==> config.mk <==
export PLATFORM = sky130hd
export DESIGN_NAME = rf_rob_map
export DESIGN_NICKNAME = d
export VERILOG_FILES = /design/src/rtl/rf_rob_map.sv
export SDC_FILE = /design/constraint.sdc
export NUM_CORES = 1
export LEC_CHECK = 0
export CAP_MARGIN = 20
export CORE_ASPECT_RATIO = 0.75
export CORE_UTILIZATION = 56
export DETAILED_ROUTE_END_ITERATION = 8
export PLACE_DENSITY = 0.78
export REMOVE_ABC_BUFFERS = 1
export SYNTH_ARGS = -nofsm -noshare
export SYNTH_HDL_FRONTEND = slang
export SYNTH_SLANG_ARGS = --single-unit
==> constraint.sdc <==
create_clock -name clk -period 5.05 [get_ports clk]
set_input_delay 1.515 -clock clk [delete_from_list [all_inputs] [get_ports clk]]
set_output_delay 1.515 -clock clk [all_outputs]
set_load 0.02 [all_outputs]
==> src/rtl/rf_rob_map.sv <==
// Register-to-ROB-tag map: one {valid, tag} per architectural register, combinational reads, registered pending count.
// Optional macro RF_ROB_COMMIT_BYPASS_EN: a same-cycle matching commit hides the entry's valid on the read ports.
`ifndef ROB_ENTRY_WIDTH
`define ROB_ENTRY_WIDTH 4
`endif

module rf_rob_map #(
    parameter int NUM_REGS        = 32,
    parameter int REG_WIDTH       = 5,
    parameter int ROB_ENTRY_WIDTH = `ROB_ENTRY_WIDTH
) (
    input  logic                       clk,
    input  logic                       rst_n,
    input  logic [REG_WIDTH-1:0]       rs1,
    input  logic [REG_WIDTH-1:0]       rs2,
    output logic [ROB_ENTRY_WIDTH-1:0] rs1_rob_entry,
    output logic                       rs1_rob_entry_valid,
    output logic [ROB_ENTRY_WIDTH-1:0] rs2_rob_entry,
    output logic                       rs2_rob_entry_valid,
    input  logic                       alloc_valid,
    input  logic [REG_WIDTH-1:0]       alloc_rd,
    input  logic [ROB_ENTRY_WIDTH-1:0] alloc_rob_id,
    input  logic                       commit_valid,
    input  logic [REG_WIDTH-1:0]       commit_rd,
    input  logic [ROB_ENTRY_WIDTH-1:0] commit_rob_id,
    input  logic                       flush,
    output logic [REG_WIDTH:0]         pending_count
);

    logic [NUM_REGS-1:0]        valid;
    logic [ROB_ENTRY_WIDTH-1:0] tag [NUM_REGS];

    logic alloc_wr;
    logic commit_hit;
    logic commit_clr;
    logic cnt_inc;
    logic cnt_dec;

    assign alloc_wr   = alloc_valid && (alloc_rd != '0);
    assign commit_hit = commit_valid && valid[commit_rd] && (tag[commit_rd] == commit_rob_id);
    // A same-register allocation supersedes the retiring writer, so the entry stays live.
    assign commit_clr = commit_hit && !(alloc_wr && (alloc_rd == commit_rd));
    assign cnt_inc    = alloc_wr && !valid[alloc_rd];
    assign cnt_dec    = commit_clr;

    always_ff @(posedge clk or negedge rst_n) begin
        if (!rst_n) begin
            valid         <= '0;
            pending_count <= '0;
            for (int i = 0; i < NUM_REGS; i++) begin
                tag[i] <= '0;
            end
        end else if (flush) begin
            valid         <= '0;
            pending_count <= '0;
        end else begin
            if (commit_clr) begin
                valid[commit_rd] <= 1'b0;
            end
            if (alloc_wr) begin
                valid[alloc_rd] <= 1'b1;
                tag[alloc_rd]   <= alloc_rob_id;
            end
            pending_count <= pending_count + {{REG_WIDTH{1'b0}}, cnt_inc}
                                           - {{REG_WIDTH{1'b0}}, cnt_dec};
        end
    end

    logic rs1_kill;
    logic rs2_kill;

`ifdef RF_ROB_COMMIT_BYPASS_EN
    assign rs1_kill = commit_valid && (commit_rd == rs1) && (tag[rs1] == commit_rob_id);
    assign rs2_kill = commit_valid && (commit_rd == rs2) && (tag[rs2] == commit_rob_id);
`else
    assign rs1_kill = 1'b0;
    assign rs2_kill = 1'b0;
`endif

    // Register 0 is hardwired: never pending, tag reads as zero.
    always_comb begin
        rs1_rob_entry       = '0;
        rs1_rob_entry_valid = 1'b0;
        rs2_rob_entry       = '0;
        rs2_rob_entry_valid = 1'b0;
        if (rs1 != '0) begin
            rs1_rob_entry       = tag[rs1];
            rs1_rob_entry_valid = valid[rs1] && !rs1_kill;
        end
        if (rs2 != '0) begin
            rs2_rob_entry       = tag[rs2];
            rs2_rob_entry_valid = valid[rs2] && !rs2_kill;
        end
    end

endmodule
==> results of run 1 <==
cell type report:
| cell class | count | area [um^2] | area share, % |
|---|---|---|---|
| Clock inverter | 13 | 168 | 1.25 |
| Timing Repair Buffer | 167 | 1710 | 12.7 |
| Clock buffer | 19 | 453 | 3.38 |
| Inverter | 16 | 60.1 | 0.448 |
| Tap cell | 253 | 317 | 2.36 |
| Sequential cell | 166 | 4150 | 31.0 |
| Multi-Input combinational cell | 594 | 6560 | 48.9 |
cell usage after synthesis, drive strengths merged, types with 3 or more instances:
master / count / area, um^2
a21oi: 27 / 135
a22oi: 19 / 143
a31oi: 23 / 144
and3: 4 / 25.0
buf: 34 / 174
clkbuf: 41 / 154
dfrtp: 166 / 4150
ha: 6 / 75.1
inv: 16 / 60.1
mux2: 125 / 1410
mux2i: 90 / 901
mux4: 109 / 2450
nand2: 28 / 105
nand2b: 3 / 18.8
nand3: 3 / 15.0
nand4b: 5 / 43.8
nand4bb: 5 / 56.3
nor2: 39 / 146
nor2b: 5 / 31.3
nor3: 5 / 36.3
nor3b: 5 / 37.5
nor4: 13 / 111
o22ai: 40 / 250
or2: 3 / 18.8
or4: 4 / 30.0
or4b: 4 / 47.6
xnor2: 6 / 52.6
xor2: 5 / 43.8
layer usage:
layer	GRT usage (%)	vias up	routed length (um)
li1	-	3598	-
met2	54.9	809	16200
met1	53.8	4563	14400
met4	14.9	0	1470
met5	0	-	0
met3	10.8	153	5520
worst max-delay path: stages:
cell and delay (ps):
buf_6 170, buf_12 190, mux4_2 530, mux4_2 510, mux2i_1 150, nor2_1 100, dlygate4sd2_1 330
cells in the final DEF, fill, tap and decap left out, drive strengths merged, types with 3 or more instances in the layout:
master	instances
dfrtp	166
mux2	125
buf	124
mux4	109
mux2i	90
o22ai	40
nor2	39
clkdlybuf4s50	32
nand2	28
a21oi	27
a31oi	23
clkbuf	23
inv	21
a22oi	19
nor4	13
dlygate4sd2	7
xnor2	6
ha	6
xor2	5
nor2b	5
nand4b	5
nand4bb	5
nor3b	5
nor3	5
or4b	4
and3	4
clkinv	4
or4	4
nand3	3
nand2b	3
or2	3
bufinv	3
sequential cells by signal (all words and copies together), names as in the netlist:
name           flops
pending_count      6
valid             32
tag              128
metrics by stage:
step | power [mW] | cells
after floorplan | 2.15 | 776
after global placement | 2.58 | 1181
after detailed placement | 2.60 | 1181
after CTS | 4.00 | 1219
after global routing | 4.17 | 1228
final | 4.05 | 1228
kinds of logic after synthesis:
group                    Yosys count  synth area share, %
XOR/XNOR                          11                0.873
adder cells (fa/ha/maj)            7                0.861
flip-flops                       166                 37.6
buffers and inverters             91                 3.51
multiplexers                     324                 43.1
AND/OR/NAND/NOR                  135                 7.36
AO/OA/AOI/OAI                    117                 6.63
power breakdown:
group          internal, mW  switching, mW
Combinational         0.531          0.476
Clock                 0.813          0.593
Sequential             1.48          0.159
final timing paths:
check,from,to,cells after the start,slack [ps]
setup reg to reg,tag[4],pending_count[4],16,1480
hold reg to reg,tag[124],tag[124],0,430
hold / removal,tag[124],tag[124],0,430
setup / recovery,rs1[0],rs1_rob_entry[0],7,6
max in group asynchronous,rst_n,tag[64],2,2990
min in group asynchronous,rst_n,pending_count[0],1,1170
timing repair:
action,4_1_cts,5_1_grt
hold endpoints to repair,0,0
resized for setup,24,15
endpoints found under the setup margin,12,9
buffers inserted,4,2
pin swaps,0,3
cloned,2,4
==> impl_metrics.prom, run 1 <==
# TYPE chip_impl_metric gauge
chip_impl_metric{name="htree_levels",unit=""} 4
chip_impl_metric{name="die_area",unit="um^2"} 20300
chip_impl_metric{name="ctsLongestPathBuffers",unit=""} 2
chip_impl_metric{name="grt_overflow",unit=""} 0
chip_impl_metric{name="detailedPlacementHpwl",unit="mm"} 26.0
chip_impl_metric{name="utilization",unit="%"} 69.4
chip_impl_info{name="critPathCaptureType",value="output pin"} 1
chip_impl_metric{name="max_freq",unit="MHz"} 198
chip_impl_metric{name="clk_pin_slew",unit="ps"} 70
chip_impl_metric{name="dr_total_vias",unit=""} 9123
chip_impl_metric{name="maxCapViolCount",unit=""} 0
chip_impl_metric{name="core_area",unit="um^2"} 19300
chip_impl_metric{name="power.static_leakage",unit="nW"} 5.86
chip_impl_metric{name="wl",unit="mm"} 37.6
chip_impl_metric{name="gate_count_after_technology_mapping",unit=""} 851
chip_impl_metric{name="synth_seq_cells",unit=""} 166
chip_impl_metric{name="buffer_ports.inserted",unit=""} 48
chip_impl_metric{name="postRouteAntennaNets",unit=""} 0
chip_impl_metric{name="layout-area-overhead-vs-synth",unit="%"} 21.5
chip_impl_metric{name="number_of_distinct_library_cell_variants_in_the_gate_level_netlist_after_synthesis",unit=""} 50
chip_impl_metric{name="timing.hold.ws",unit="ps"} 429
chip_impl_metric{name="final_min_period_over_clock_period",unit="%"} 99.9
chip_impl_metric{name="vias_per_cell",unit=""} 7.43
chip_impl_metric{name="clkSinkCount",unit=""} 166
chip_impl_metric{name="synth_enable_flop_cells",unit=""} 0
chip_impl_metric{name="antenna-diode-count",unit=""} 0
chip_impl_metric{name="critPathArrivalTime",unit="ps"} 3530
chip_impl_info{name="outcome",value="finished, violations left"} 1
chip_impl_metric{name="io_pins",unit=""} 49
chip_impl_metric{name="ir_worst_vdd",unit="mV"} 0.221
chip_impl_info{name="tritoncts",value="built"} 1
chip_impl_metric{name="grt_start_max_net_pins",unit=""} 104
chip_impl_metric{name="post_drt_wl_per_cell",unit="um"} 30.6
chip_impl_metric{name="setup-tns-final",unit="ps"} 0
chip_impl_metric{name="die_w",unit="um"} 164
chip_impl_metric{name="async_flop_share",unit="%"} 100
chip_impl_metric{name="critical_path_peak_fanout",unit=""} 11
chip_impl_metric{name="drt-initial-drc-count",unit=""} 1666
chip_impl_metric{name="tightest_slew",unit="ps"} 1140
chip_impl_info{name="root_buffer",value="clkbuf_16"} 1
chip_impl_metric{name="finalHoldViolations",unit=""} 0
chip_impl_metric{name="setup-violations-final",unit=""} 0
chip_impl_metric{name="final.fill_count",unit=""} 1338
chip_impl_metric{name="dpl_worst_slack",unit="ps"} -512
chip_impl_info{name="ys.flop_type",value="dfrtp_1"} 1
chip_impl_metric{name="finalWeightedCongestion",unit=""} 1.02
chip_impl_info{name="failed_checks",value="DRC"} 1
chip_impl_info{name="worstSetupStartpointType",value="primary input"} 1
chip_impl_metric{name="first_global_vias",unit=""} 8601
chip_impl_metric{name="postLayoutCellArea",unit="um^2"} 13400
chip_impl_metric{name="period_minus_slack",unit="ps"} 5040
chip_impl_metric{name="die_h",unit="um"} 124
chip_impl_metric{name="effective_utilization_at_floorplan",unit="%"} 57.1
chip_impl_metric{name="pwr_density_cell",unit="nW/um^2"} 302
chip_impl_metric{name="global_route_wire_length_before_repair",unit="mm"} 54.3
chip_impl_metric{name="mean_syn_cell_area",unit="um^2"} 13.0
chip_impl_info{name="critPathKind",value="primary input to output pin"} 1
chip_impl_metric{name="timing.slew.headroom",unit="%"} 23.7
chip_impl_metric{name="antenna_violations_before_repair",unit=""} 0
chip_impl_metric{name="post-route-worst-setup-slack",unit="ps"} 5.70
chip_impl_metric{name="rows",unit=""} 44
chip_impl_metric{name="synth_sequential_area_ratio",unit="%"} 37.6
chip_impl_metric{name="ys.warnings.count",unit=""} 0
chip_impl_metric{name="layout-drive-gt1-share",unit="%"} 42.8
chip_impl_metric{name="drtPass1Iterations",unit=""} 9
chip_impl_metric{name="syn_area",unit="um^2"} 11000
chip_impl_metric{name="cts-buffers-inserted",unit=""} 17
chip_impl_metric{name="post_cts_hold_buffer_count",unit=""} 0
chip_impl_metric{name="timing.clock.skew",unit="ps"} 11.0
chip_impl_metric{name="final_nets",unit=""} 1002
chip_impl_metric{name="placedInstanceArea",unit="um^2"} 12500
chip_impl_metric{name="globalRouteTotalUtil",unit="%"} 37.8
chip_impl_metric{name="remaining_drc_errors",unit=""} 1
chip_impl_metric{name="finalMaxSlewViolations",unit=""} 0
chip_impl_metric{name="worst_skew_pair.late_latency",unit="ps"} 440
chip_impl_metric{name="worst_ep_required_time",unit="ps"} 3540
chip_impl_info{name="min-delay-path-class",value="flip-flop to flip-flop"} 1
No activity file was read; power rests on OpenSTA's default activity.
==> run 2, diff against run 1 <==
--- a/config.mk
+++ b/config.mk
@@ -10,7 +10,6 @@
 export CORE_UTILIZATION = 56
 export DETAILED_ROUTE_END_ITERATION = 8
 export PLACE_DENSITY = 0.78
-export REMOVE_ABC_BUFFERS = 1
 export SYNTH_ARGS = -nofsm -noshare
 export SYNTH_HDL_FRONTEND = slang
 export SYNTH_SLANG_ARGS = --single-unit
==> impl_metrics.prom, run 2 (same netlist as run 1, synthesis figures left out) <==
# TYPE chip_impl_metric gauge
chip_impl_metric{name="drt-initial-drc-count",unit=""} 1493
chip_impl_metric{name="global_route_wire_length_before_repair",unit="mm"} 54.9
chip_impl_metric{name="htree_levels",unit=""} 4
chip_impl_metric{name="dr_total_vias",unit=""} 9060
chip_impl_metric{name="wl",unit="mm"} 37.0
chip_impl_info{name="critPathTopFamily",value="simple AND/OR/NAND/NOR gates"} 1
chip_impl_info{name="critPathKind",value="primary input to flip-flop"} 1
chip_impl_info{name="root_buffer",value="clkbuf_16"} 1
chip_impl_info{name="min-delay-path-class",value="flip-flop to flip-flop"} 1
chip_impl_metric{name="ctsLongestPathBuffers",unit=""} 2
chip_impl_info{name="outcome",value="completed"} 1
chip_impl_metric{name="finalHoldViolations",unit=""} 0
chip_impl_metric{name="reg2reg_depth",unit=""} 17
chip_impl_metric{name="switching_share",unit="%"} 30.7
chip_impl_metric{name="postRouteAntennaNets",unit=""} 0
chip_impl_info{name="globalRoute.busiestLayer",value="met2"} 1
chip_impl_metric{name="clk_pin_slew",unit="ps"} 70
chip_impl_info{name="min_from",value="tag[125]"} 1
chip_impl_metric{name="globalRouteTotalUtil",unit="%"} 37.9
chip_impl_metric{name="tightest_slew",unit="ps"} 1080
chip_impl_metric{name="grt_overflow",unit=""} 0
chip_impl_info{name="critPathCaptureType",value="flip-flop"} 1
chip_impl_metric{name="io_pins",unit=""} 49
chip_impl_metric{name="ir_worst_vdd",unit="mV"} 0.229
chip_impl_metric{name="share_seq_of_total_power",unit="%"} 41.5
chip_impl_info{name="layout_common_cells",value="166 x dfrtp_1, 125 x mux2_2, 109 x mux4_2"} 1
chip_impl_metric{name="pwr_density_cell",unit="nW/um^2"} 292
chip_impl_metric{name="slack_of_the_worst_reg_to_reg_path",unit="ps"} 1450
chip_impl_metric{name="drtPass1Iterations",unit=""} 7
chip_impl_metric{name="worst_skew_pair.late_latency",unit="ps"} 440
chip_impl_metric{name="detailedPlacementHpwl",unit="mm"} 26.5
chip_impl_metric{name="power.static_leakage",unit="nW"} 5.90
chip_impl_metric{name="die_h",unit="um"} 124
chip_impl_info{name="reg_top3",value="tag (128), valid (32), pending_count (6)"} 1
chip_impl_metric{name="finalMaxSlewViolations",unit=""} 0
chip_impl_metric{name="critical_path_peak_fanout",unit=""} 10
chip_impl_info{name="critical_path.reg2reg.endpoint",value="pending_count[4]"} 1
chip_impl_metric{name="grt_start_max_net_pins",unit=""} 75
chip_impl_metric{name="remaining_drc_errors",unit=""} 0
chip_impl_info{name="tritoncts",value="built"} 1
chip_impl_metric{name="switching_power",unit="mW"} 1.21
chip_impl_metric{name="worst_ep_required_time",unit="ps"} 5360
chip_impl_metric{name="antenna_violations_before_repair",unit=""} 0
chip_impl_metric{name="largest_reg_flops",unit=""} 128
chip_impl_metric{name="cts-buffers-inserted",unit=""} 17
chip_impl_info{name="critical_path.cell_chain",value="clkdlybuf4s50_1 -> buf_4 -> buf_4 -> nand4bb_1 -> o22ai_1 -> nor4_2 -> and3_1 -> or4_4 -> nor3_4 -> buf_4 -> ha_1 -> inv_1 -> ha_1 -> fa_2 -> a21oi_1 -> nor2_1 -> nor2_1 -> xor2_1 -> nor2_1"} 1
chip_impl_info{name="largest-register",value="tag"} 1
chip_impl_metric{name="met3_track_demand_over_resource_in_global_routing",unit="%"} 11.6
chip_impl_info{name="timing.hold.worst_endpoint",value="tag[125]"} 1
chip_impl_info{name="worstSetupStartpointType",value="primary input"} 1
chip_impl_metric{name="path_buf_inv",unit=""} 5
chip_impl_metric{name="dpl_worst_slack",unit="ps"} -539
chip_impl_metric{name="grt_use_met2",unit="%"} 55.8
chip_impl_metric{name="setup-violations-final",unit=""} 0
chip_impl_metric{name="vias_per_cell",unit=""} 7.34
chip_impl_metric{name="max_freq",unit="MHz"} 198
chip_impl_metric{name="layout-drive-gt1-share",unit="%"} 44.0
chip_impl_metric{name="effective_utilization_at_floorplan",unit="%"} 57.1
chip_impl_info{name="critPathSlowestCell",value="or4_4"} 1
chip_impl_metric{name="timing.hold.worst_path_depth",unit=""} 0
chip_impl_metric{name="period_minus_slack",unit="ps"} 5050
chip_impl_info{name="critical_path.reg2reg.startpoint",value="tag[4]"} 1
chip_impl_metric{name="post_cts_hold_buffer_count",unit=""} 0
chip_impl_metric{name="final_min_period_over_clock_period",unit="%"} 100
chip_impl_metric{name="p_clk_share",unit="%"} 32.6
chip_impl_metric{name="maxCapViolCount",unit=""} 0
chip_impl_metric{name="first_global_vias",unit=""} 8935
chip_impl_metric{name="buffer_ports.inserted",unit=""} 48
chip_impl_metric{name="core_area",unit="um^2"} 19300
chip_impl_metric{name="post_drt_wl_per_cell",unit="um"} 30.0
chip_impl_metric{name="rows",unit=""} 44
chip_impl_metric{name="post-route-worst-setup-slack",unit="ps"} 2.43
chip_impl_metric{name="timing.slew.headroom",unit="%"} 27.5
chip_impl_metric{name="layout-area-overhead-vs-synth",unit="%"} 22.6
chip_impl_metric{name="final_nets",unit=""} 1009
chip_impl_metric{name="internal_power",unit="mW"} 2.74
chip_impl_metric{name="die_area",unit="um^2"} 20300
chip_impl_metric{name="die_w",unit="um"} 164
chip_impl_metric{name="antenna-diode-count",unit=""} 0
chip_impl_metric{name="relative_contribution_of_combinational_cells_to_total_power",unit="%"} 26.0
chip_impl_metric{name="timing.hold.ws",unit="ps"} 426
chip_impl_metric{name="cpPeakStageDelay",unit="ps"} 590
chip_impl_metric{name="grtUsageMet1",unit="%"} 51.6
chip_impl_metric{name="timing.clock.skew",unit="ps"} 11.9
chip_impl_info{name="mostFrequentLayoutCell",value="dfrtp_1"} 1
chip_impl_metric{name="synth_net_count",unit=""} 891
chip_impl_metric{name="clkSinkCount",unit=""} 166
chip_impl_metric{name="critPathArrivalTime",unit="ps"} 5360
chip_impl_metric{name="finalWeightedCongestion",unit=""} 1.06
[run 2: timing repair]
| item | 4_1_cts | 5_1_grt |
|---|---|---|
| cloned | 1 | 3 |
| gates resized for setup | 20 | 27 |
| setup endpoints to repair | 12 | 10 |
| setup buffers | 2 | 1 |
| pin swaps | 0 | 3 |
[run 2: power by group through the flow]
stage / combinational [mW] / sequential [mW] / clock, mW
4_1_cts: 0.982 / 1.63 / 1.30
6_report: 1.03 / 1.64 / 1.29
3_3_place_gp: 0.958 / 1.64 / 0
5_1_grt: 1.08 / 1.66 / 1.35
3_5_place_dp: 0.978 / 1.65 / 0
2_1_floorplan: 0.614 / 1.61 / 0
[run 2: routing by layer]
layer / wire length, um / share of wire, % / vias up
li1: - / - / 3602
met1: 14300 / 39 / 4599
met2: 16500 / 45 / 711
met3: 4450 / 12 / 148
met4: 1790 / 4.8 / 0
met5: 0 / 0 / -
[run 2: area by class of cell]
cell class | count | area, um^2
Clock buffer | 19 | 453
Sequential cell | 166 | 4150
Multi-Input combinational cell | 594 | 6630
Clock inverter | 12 | 120
Inverter | 16 | 60.1
Timing Repair Buffer | 174 | 1810
Fill cell | 1299 | 5780
Tap cell | 253 | 317
[run 2: how the worst max path moves through the flow]
stage / start / endpoint / slack, ps / cells past startpoint
detailed placement: commit_rd[3] / pending_count[4] / -540 / 18
floorplan: rs1[0] / rs1_rob_entry[3] / 40 / 6
global route: commit_rd[2] / pending_count[4] / -50 / 19
CTS: rs1[0] / rs1_rob_entry_valid / 4 / 7
global placement: commit_rd[3] / pending_count[4] / -430 / 18
finish: commit_rd[2] / pending_count[4] / 2 / 19
[run 2: metrics by stage]
stage / setup TNS, ps / cells / total power, mW / utilization, % / cell area, um^2
after floorplan: 0 / 851 / 2.23 / - / 11000
after CTS: 0 / 1227 / 3.91 / 68.7 / 13300
after global routing: -62.1 / 1234 / 4.09 / 70.1 / 13500
after detailed placement: -3900 / 1193 / 2.63 / 65.4 / 12600
after global placement: -3440 / 1193 / 2.59 / 65.4 / 12600
final: 0 / 1234 / 3.95 / 70.1 / 13500
==> run 3, diff against run 2 <==
--- a/config.mk
+++ b/config.mk
@@ -10,6 +10,7 @@
 export CORE_UTILIZATION = 56
 export DETAILED_ROUTE_END_ITERATION = 8
 export PLACE_DENSITY = 0.78
+export RECOVER_POWER = 100
 export SYNTH_ARGS = -nofsm -noshare
 export SYNTH_HDL_FRONTEND = slang
 export SYNTH_SLANG_ARGS = --single-unit
==> impl_metrics.prom, run 3 (same netlist as run 1, synthesis figures left out) <==
# TYPE chip_impl_metric gauge
chip_impl_metric{name="ir_worst_vdd",unit="mV"} 0.228
chip_impl_metric{name="max_freq",unit="MHz"} 199
chip_impl_metric{name="final-instance-count-excl-fill",unit=""} 1234
chip_impl_metric{name="globalRouteTotalUtil",unit="%"} 37.9
chip_impl_metric{name="remaining_drc_errors",unit=""} 0
chip_impl_metric{name="drtPass1Iterations",unit=""} 6
chip_impl_metric{name="cpPeakStageDelay",unit="ps"} 580
chip_impl_info{name="min-delay-path-class",value="flip-flop to flip-flop"} 1
chip_impl_info{name="critPathKind",value="primary input to flip-flop"} 1
chip_impl_metric{name="antenna-diode-count",unit=""} 0
chip_impl_info{name="tritoncts",value="built"} 1
chip_impl_metric{name="worst_ep_required_time",unit="ps"} 5360
chip_impl_metric{name="switching_power",unit="mW"} 1.21
chip_impl_metric{name="maxCapViolCount",unit=""} 3
chip_impl_info{name="critPathTopFamily",value="simple AND/OR/NAND/NOR gates"} 1
chip_impl_metric{name="timing.hold.worst_path_depth",unit=""} 0
chip_impl_metric{name="placedInstanceArea",unit="um^2"} 12600
chip_impl_info{name="min_from",value="tag[125]"} 1
chip_impl_metric{name="layout-area-overhead-vs-synth",unit="%"} 22.2
chip_impl_metric{name="layout-drive-gt1-share",unit="%"} 43.2
chip_impl_metric{name="effective_utilization_at_floorplan",unit="%"} 57.1
chip_impl_metric{name="io_pins",unit=""} 49
chip_impl_metric{name="antenna_violations_before_repair",unit=""} 0
chip_impl_info{name="globalRoute.busiestLayer",value="met2"} 1
chip_impl_metric{name="grt_start_max_net_pins",unit=""} 75
chip_impl_metric{name="worst_skew_pair.late_latency",unit="ps"} 440
chip_impl_metric{name="die_area",unit="um^2"} 20300
chip_impl_metric{name="dr_total_vias",unit=""} 8964
chip_impl_metric{name="utilization",unit="%"} 69.8
chip_impl_metric{name="timing.hold.ws",unit="ps"} 426
chip_impl_metric{name="dp_cells",unit=""} 1193
chip_impl_metric{name="drt-initial-drc-count",unit=""} 1496
chip_impl_metric{name="cts-buffers-inserted",unit=""} 17
chip_impl_metric{name="buffer_ports.inserted",unit=""} 48
chip_impl_metric{name="period_minus_slack",unit="ps"} 5030
chip_impl_metric{name="post_drt_wl_per_cell",unit="um"} 29.9
chip_impl_metric{name="finalWeightedCongestion",unit=""} 1.06
chip_impl_metric{name="clk_pin_slew",unit="ps"} 70
chip_impl_metric{name="slack_of_the_worst_reg_to_reg_path",unit="ps"} 1460
chip_impl_metric{name="finalMaxSlewViolations",unit=""} 171
chip_impl_info{name="reg_top3",value="tag (128), valid (32), pending_count (6)"} 1
chip_impl_metric{name="global_route_wire_length_before_repair",unit="mm"} 54.9
chip_impl_metric{name="grt_overflow",unit=""} 0
chip_impl_metric{name="final_nets",unit=""} 1009
chip_impl_metric{name="timing.clock.skew",unit="ps"} 9.99
chip_impl_info{name="timing.hold.worst_endpoint",value="tag[125]"} 1
chip_impl_metric{name="path_buf_inv",unit=""} 5
chip_impl_info{name="mostFrequentLayoutCell",value="dfrtp_1"} 1
chip_impl_metric{name="setup-violations-final",unit=""} 0
chip_impl_metric{name="switching_share",unit="%"} 30.7
chip_impl_metric{name="die_w",unit="um"} 164
chip_impl_metric{name="pwr_density_cell",unit="nW/um^2"} 292
chip_impl_metric{name="timing.slew.headroom",unit="%"} -25.7
chip_impl_metric{name="grt_use_met2",unit="%"} 55.8
chip_impl_metric{name="postLayoutCellArea",unit="um^2"} 13500
chip_impl_metric{name="htree_levels",unit=""} 4
chip_impl_metric{name="final.fill_count",unit=""} 1310
chip_impl_info{name="failed_checks",value="capacitance limit, slew limit"} 1
chip_impl_metric{name="largest_reg_flops",unit=""} 128
chip_impl_metric{name="first_global_vias",unit=""} 8935
chip_impl_metric{name="tightest_slew",unit="ps"} 1890
chip_impl_info{name="critPathCaptureType",value="flip-flop"} 1
chip_impl_metric{name="met3_track_demand_over_resource_in_global_routing",unit="%"} 11.6
chip_impl_metric{name="p_clk_share",unit="%"} 32.7
chip_impl_metric{name="reg2reg_depth",unit=""} 16
chip_impl_metric{name="relative_contribution_of_combinational_cells_to_total_power",unit="%"} 25.8
chip_impl_info{name="critPathSlowestCell",value="or4_4"} 1
chip_impl_metric{name="vias_per_cell",unit=""} 7.26
chip_impl_metric{name="total_power",unit="mW"} 3.94
chip_impl_metric{name="finalHoldViolations",unit=""} 0
chip_impl_metric{name="wl",unit="mm"} 36.9
chip_impl_metric{name="final_min_period_over_clock_period",unit="%"} 99.6
chip_impl_metric{name="detailedPlacementHpwl",unit="mm"} 26.5
chip_impl_info{name="critical_path.cell_chain",value="clkdlybuf4s50_1 -> buf_4 -> buf_4 -> nand4bb_1 -> o22ai_1 -> nor4_2 -> and3_1 -> or4_4 -> nor3_4 -> buf_4 -> ha_1 -> inv_1 -> ha_1 -> fa_2 -> a21oi_1 -> nor2_1 -> nor2_1 -> xor2_1 -> nor2_1"} 1
chip_impl_info{name="largest-register",value="tag"} 1
chip_impl_info{name="root_buffer",value="clkbuf_16"} 1
chip_impl_metric{name="die_h",unit="um"} 124
chip_impl_metric{name="internal_power",unit="mW"} 2.73
chip_impl_metric{name="share_seq_of_total_power",unit="%"} 41.5
chip_impl_metric{name="core_area",unit="um^2"} 19300
chip_impl_info{name="critical_path.reg2reg.endpoint",value="pending_count[4]"} 1
chip_impl_metric{name="ctsLongestPathBuffers",unit=""} 2
chip_impl_metric{name="rows",unit=""} 44
chip_impl_metric{name="postRouteAntennaNets",unit=""} 0
chip_impl_metric{name="power.static_leakage",unit="nW"} 5.88
chip_impl_info{name="outcome",value="finished, violations left"} 1
chip_impl_metric{name="synth_net_count",unit=""} 891
chip_impl_metric{name="grtUsageMet1",unit="%"} 51.6
chip_impl_metric{name="critPathArrivalTime",unit="ps"} 5340
chip_impl_info{name="layout_common_cells",value="166 x dfrtp_1, 124 x mux2_2, 109 x mux4_2"} 1
chip_impl_metric{name="clkSinkCount",unit=""} 166
chip_impl_info{name="worstSetupStartpointType",value="primary input"} 1
chip_impl_metric{name="critical_path_peak_fanout",unit=""} 10
chip_impl_metric{name="post_cts_hold_buffer_count",unit=""} 0
chip_impl_info{name="critical_path.reg2reg.startpoint",value="tag[20]"} 1
run 3: cell type report:
type,count,area (um^2),share of cell area (%)
multi-input combinational,594,6620,49.1
clock inverter,12,120,0.890
tap,253,317,2.35
timing repair buffer,174,1770,13.1
inverter,16,60.1,0.445
sequential,166,4150,30.8
clock buffer,19,453,3.36
run 3: worst reg2reg max path, cell delays in order (launching register included):
cell and delay [ps]:
dfrtp_1 410, mux2i_1 310, o22ai_1 160, nor4_2 280, a21oi_1 110, or4_4 620, nor3_4 160, buf_4 150
ha_1 140, inv_1 50, ha_1 220, fa_2 370, a21oi_1 140, nor2_1 50, nor2_1 110, xor2_1 150
nor2_1 50
run 3: power by group through the flow:
stage                     combinational, mW  sequential, mW  clock (mW)
after floorplan                       0.614            1.61           0
after global placement                0.958            1.64           0
after detailed placement              0.978            1.65           0
after CTS                             0.982            1.63        1.30
after global routing                   1.07            1.66        1.35
final                                  1.02            1.64        1.29
run 3: how the worst max path moves through the flow:
stage | from | to | slack, ps | cells past startpoint
floorplan | rs1[0] | rs1_rob_entry[3] | 40 | 6
global placement | commit_rd[3] | pending_count[4] | -430 | 18
detailed placement | commit_rd[3] | pending_count[4] | -540 | 18
CTS | rs1[0] | rs1_rob_entry_valid | 4 | 7
global route | commit_rd[2] | pending_count[4] | -50 | 19
finish | commit_rd[2] | pending_count[4] | 20 | 19
run 3: timing repair:
item                                    in CTS  in global routing
gates resized for setup                     20                 27
pin swaps                                    0                  3
cloned                                       1                  3
buffers inserted                             2                  1
endpoints found under the setup margin      12                 10
run 3: layer usage:
metal	vias to the layer above	routed length, um
met3	152	4450
met1	4527	14300
li1	3603	-
met2	682	16300
met4	0	1820
met5	-	0
run 3: metrics by stage:
| step | TNS (ps) | worst slack, ps |
|---|---|---|
| floorplan | 0 | 37.5 |
| finish | 0 | 21.3 |
| CTS | 0 | 3.66 |
| detailed placement | -3900 | -539 |
| global route | -60.2 | -48.2 |
| global placement | -3440 | -433 |
